===== config.mk =====
export PLATFORM = sky130hd
export DESIGN_NAME = div_seq
export DESIGN_NICKNAME = d
export VERILOG_FILES = /design/src/rtl/div_seq.sv
export SDC_FILE = /design/constraint.sdc
export NUM_CORES = 1
export LEC_CHECK = 0
export ABC_AREA = 1
export BUFFER_PORTS_ARGS = -buffer_cell sky130_fd_sc_hd__buf_2
export CAP_MARGIN = 5
export CORE_MARGIN = 2
export CORE_UTILIZATION = 45
export DETAILED_ROUTE_END_ITERATION = 6
export SETUP_SLACK_MARGIN = 0.5
export SYNTH_ARGS = -nofsm -noshare
export SYNTH_HDL_FRONTEND = slang
export SYNTH_SLANG_ARGS = --single-unit

===== constraint.sdc =====
create_clock -name clk -period 3.5 [get_ports clk]
set_input_delay 0.35 -clock clk [delete_from_list [all_inputs] [get_ports clk]]
set_output_delay 0.35 -clock clk [all_outputs]
set_load 0.03 [all_outputs]

===== src/rtl/div_seq.sv =====
// rtl/div_seq.sv - multi-cycle unsigned restoring divider, one quotient bit per clock
module div_seq #(
  parameter int WIDTH = 8,
  parameter int CW    = $clog2(WIDTH + 1)
) (
  input  logic             clk,
  input  logic             rst_n,
  input  logic             start,
  input  logic [WIDTH-1:0] SBC,
  input  logic [WIDTH-1:0] SC,
  output logic             busy,
  output logic             done,
  output logic [WIDTH-1:0] Q,
  output logic [WIDTH-1:0] R,
  output logic             dbz
);

  typedef enum logic [1:0] {S_IDLE, S_CALC, S_DZ, S_DONE} state_t;

  state_t           r_state;
  logic [WIDTH-1:0] r_rem;
  logic [WIDTH-1:0] r_dvd;
  logic [WIDTH-1:0] r_dvs;
  logic [CW-1:0]    r_cnt;
  logic             r_busy;
  logic             r_done;
  logic             r_dbz;
  logic [WIDTH-1:0] r_q;
  logic [WIDTH-1:0] r_r;

  logic [WIDTH:0]   w_shift;
  logic [WIDTH:0]   w_diff;
  logic             w_ge;
  logic [WIDTH-1:0] w_rem_nxt;
  logic [WIDTH-1:0] w_q_nxt;

  // The stored remainder is always below the divisor, so the shifted value is
  // below twice the divisor: the borrow bit of the difference is the compare.
  assign w_shift   = {r_rem, r_dvd[WIDTH-1]};
  assign w_diff    = w_shift - {1'b0, r_dvs};
  assign w_ge      = ~w_diff[WIDTH];
  assign w_rem_nxt = w_ge ? w_diff[WIDTH-1:0] : w_shift[WIDTH-1:0];
  assign w_q_nxt   = {r_dvd[WIDTH-2:0], w_ge};

  always_ff @(posedge clk or negedge rst_n) begin
    if (!rst_n) begin
      r_state <= S_IDLE;
      r_rem   <= '0;
      r_dvd   <= '0;
      r_dvs   <= '0;
      r_cnt   <= '0;
      r_busy  <= 1'b0;
      r_done  <= 1'b0;
      r_dbz   <= 1'b0;
      r_q     <= '0;
      r_r     <= '0;
    end else begin
      r_done <= 1'b0;
      case (r_state)
        S_IDLE, S_DONE: begin
          r_busy  <= 1'b0;
          r_state <= S_IDLE;
          if (start) begin
            r_dvd  <= SBC;
            r_dvs  <= SC;
            r_rem  <= '0;
            r_dbz  <= 1'b0;
            r_busy <= 1'b1;
            if (SC == '0) begin
              r_state <= S_DZ;
            end else begin
              r_state <= S_CALC;
              r_cnt   <= CW'(WIDTH);
            end
          end
        end
        S_CALC: begin
          r_rem <= w_rem_nxt;
          r_dvd <= w_q_nxt;
          r_cnt <= r_cnt - CW'(1);
          if (r_cnt == CW'(1)) begin
            r_q     <= w_q_nxt;
            r_r     <= w_rem_nxt;
            r_done  <= 1'b1;
            r_busy  <= 1'b0;
            r_state <= S_DONE;
          end
        end
        S_DZ: begin
          // Zero divisor: the dividend register still holds SBC untouched.
          r_q     <= '1;
          r_r     <= r_dvd;
          r_dbz   <= 1'b1;
          r_done  <= 1'b1;
          r_busy  <= 1'b0;
          r_state <= S_DONE;
        end
        default: begin
          r_state <= S_IDLE;
          r_busy  <= 1'b0;
        end
      endcase
    end
  end

  assign busy = r_busy;
  assign done = r_done;
  assign Q    = r_q;
  assign R    = r_r;
  assign dbz  = r_dbz;

endmodule


==> out/results.txt <==
Yosys cell types - 32
row cnt - 28
Final ANT Viol Nets - 0
GR Overflow Total - 0
Hold WS - 253 ps
# setup viols final - 0
Post-Syn Nets - 395
Ys Warns - 0
crit path DAT - 2550 ps
Worst R2R End - r_dvd[7]
Avg Cell Area, Syn - 7.83 um^2
final slew viol count - 0
worst skew pair latency - 300 ps
sequential share of the synthesized area - 43.2%
initial core utilization - 47.2%
setup skew after layout - 9.03 ps
vias per cell - 4.93
Placer Congestion - 0.836
CP Capture Type - flop
Max H-tree Level - 2
Worst slew margin - 27.8%
Syn Inst Count - 363
Die H - 83.5 um
Hold WC Path Type - input pin to asynchronous set/reset pin
Slew @ Worst Pin - 1080 ps
FMAX - 427 MHz
antenna diode count - 0
routed wl met3 - 177 um
post-route cell area - 3150 um^2
CTS tree - built
vias in the first global route - 2416
layout cells sized above 1 - 17.3%
Post-Syn Area - 2840 um^2
Final Util - 52.3%
gr usage total - 19.6%
R2R Setup Slk - 1160 ps
Worst Setup SP - r_state[1]
CTS max path bufs - 2
register bit total from synthesis - 49
Setup Fix Bufs, Post-CTS - 0
Hold Vio Cnt, Final - 0
CP startpoint kind - flop
maxcap violations - 0
CTS sink count - 49
WL met1 - 3130 um
clock slew at reported path FFs - 90 ps
FF-to-FF Start - r_state[1]
Die Wd - 83.5 um
DRT Wirelength - 6200 um
global-route wire length before repair - 11300 um
clock buffer count from CTS - 5
largest fanout on the critical path - 21
routed len/inst - 13.0 um
final setup TNS - 0 ps
length of routed met2 wiring - 2780 um
PortBufs - 37
max layer used - met4
status - finished, final reports clean
# IOs - 38
DRC violations left - 0
period utilization - 66.9%
Root Buffer - clkbuf_8
dpl hpwl - 4610 um
CTS hold repair buffers - 0
TritonRoute pass-1 iters - 4
Reg2Reg Depth - 8
via count - 2343
Iteration-0 DRC Markers - 79
data required time of the critical path - 3710 ps
CP Class - flop to flop
fin crit period - 2340 ps
CP Capture Point - r_dvd[7]
RSZ-0062 raised after global routing - no
final-stage net count - 431
Layout area overhead - 11.0%
core area - 6030 um^2
Post-CTS Resized - 0
initial antenna violation count - 0
largest net degree at the start of global routing - 50
Post-DP Area - 3070 um^2
die area - 6970 um^2
-- kinds of logic (layout without fill, tap and decap cells) --
kind of cell             Yosys count  after routing  share of synthesized area [%]
AND/OR/NAND/NOR                  182            182                           29.5
buffers and inverters             63            100                           9.16
AO/OA/AOI/OAI                     54             54                           11.5
flip-flops                        49             49                           43.2
adder cells (fa/ha/maj)           13             13                           5.99
XOR/XNOR                           2              2                          0.617
-- through the flow --
stage                     worst slack [ps]  cells
after floorplan                       1620    363
after global placement                1220    467
after detailed placement              1210    467
after CTS                             1190    475
after global routing                   931    475
final                                 1160    475
-- flip-flops by register name (all words and copies together) (netlist names) --
name	count
r_dvs	8
Q	8
R	8
busy	1
r_dvd	8
r_state	2
r_cnt	4
r_rem	8
done	1
dbz	1
-- worst max-delay path, cell delays in order, from the launching register on --
cell      delay [ps]
dfrtp_1          400
inv_1             80
ha_1             680
inv_1            240
nor2_1           240
nor2_4           100
inv_2            240
o211ai_1         150
o21ai_0          130
-- per-layer routing --
metal,global-route usage [%],up-vias
li1,-,1228
met3,3.17,12
met4,4.69,0
met5,0,-
met2,30.7,38
met1,28.8,1065
-- how the worst min path moves through the flow --
stage / start / depth (start not counted) / end / slack (ps)
floorplan: rst_n / 0 / Q[0] / 50
global placement: R[6] / 2 / R[6] / 460
detailed placement: R[2] / 2 / R[2] / 460
CTS: SBC[4] / 3 / r_dvd[4] / 290
global route: SBC[2] / 3 / r_dvd[2] / 300
finish: rst_n / 1 / r_rem[6] / 250
-- cells in the mapped netlist --
library cell	count	area share, %
nand2_1	112	15
inv_1	50	6.6
dfrtp_1	49	43
nand3_1	28	4.9
a21oi_1	20	3.5
nor2_1	19	2.5
o21ai_0	18	3.2
ha_1	12	5.3
nand2_2	8	1.8
o211ai_1	7	1.8
inv_2	4	0.53
nand4_1	4	0.88
o22ai_1	4	0.88
buf_4	3	0.79
nand2_4	3	1.2
buf_2	2	0.35
clkbuf_1	2	0.26
nand3_4	2	1.2
nor2_4	2	0.79
xor2_1	2	0.62
a21oi_4	1	0.57
a31oi_1	1	0.22
buf_6	1	0.40
fa_1	1	0.70
inv_4	1	0.22
nand2_8	1	0.70
nand3b_1	1	0.26
nor3_1	1	0.18
o21ai_2	1	0.31
o21ai_4	1	0.57
o22ai_2	1	0.44
or2_4	1	0.31
-- layout make-up --
type | count | area [um^2]
clock inverter | 1 | 7.51
multi-input combinational | 251 | 1360
tap | 75 | 93.8
inverter | 55 | 209
sequential | 49 | 1230
fill | 617 | 2870
timing repair buffer | 37 | 185
clock buffer | 7 | 76.3
-- cells in the final DEF, fill, tap and decap left out, drive strengths merged --
| cell type | n |
|---|---|
| a21oi | 21 |
| a31oi | 1 |
| buf | 37 |
| clkbuf | 7 |
| clkinvlp | 1 |
| dfrtp | 49 |
| fa | 1 |
| ha | 12 |
| inv | 55 |
| nand2 | 124 |
| nand3 | 30 |
| nand3b | 1 |
| nand4 | 4 |
| nor2 | 21 |
| nor3 | 1 |
| o211ai | 7 |
| o21ai | 20 |
| o22ai | 5 |
| or2 | 1 |
| xor2 | 2 |
Power is not shown: default switching activity piles up to over one toggle a cycle in this logic, so the estimate is an artifact.
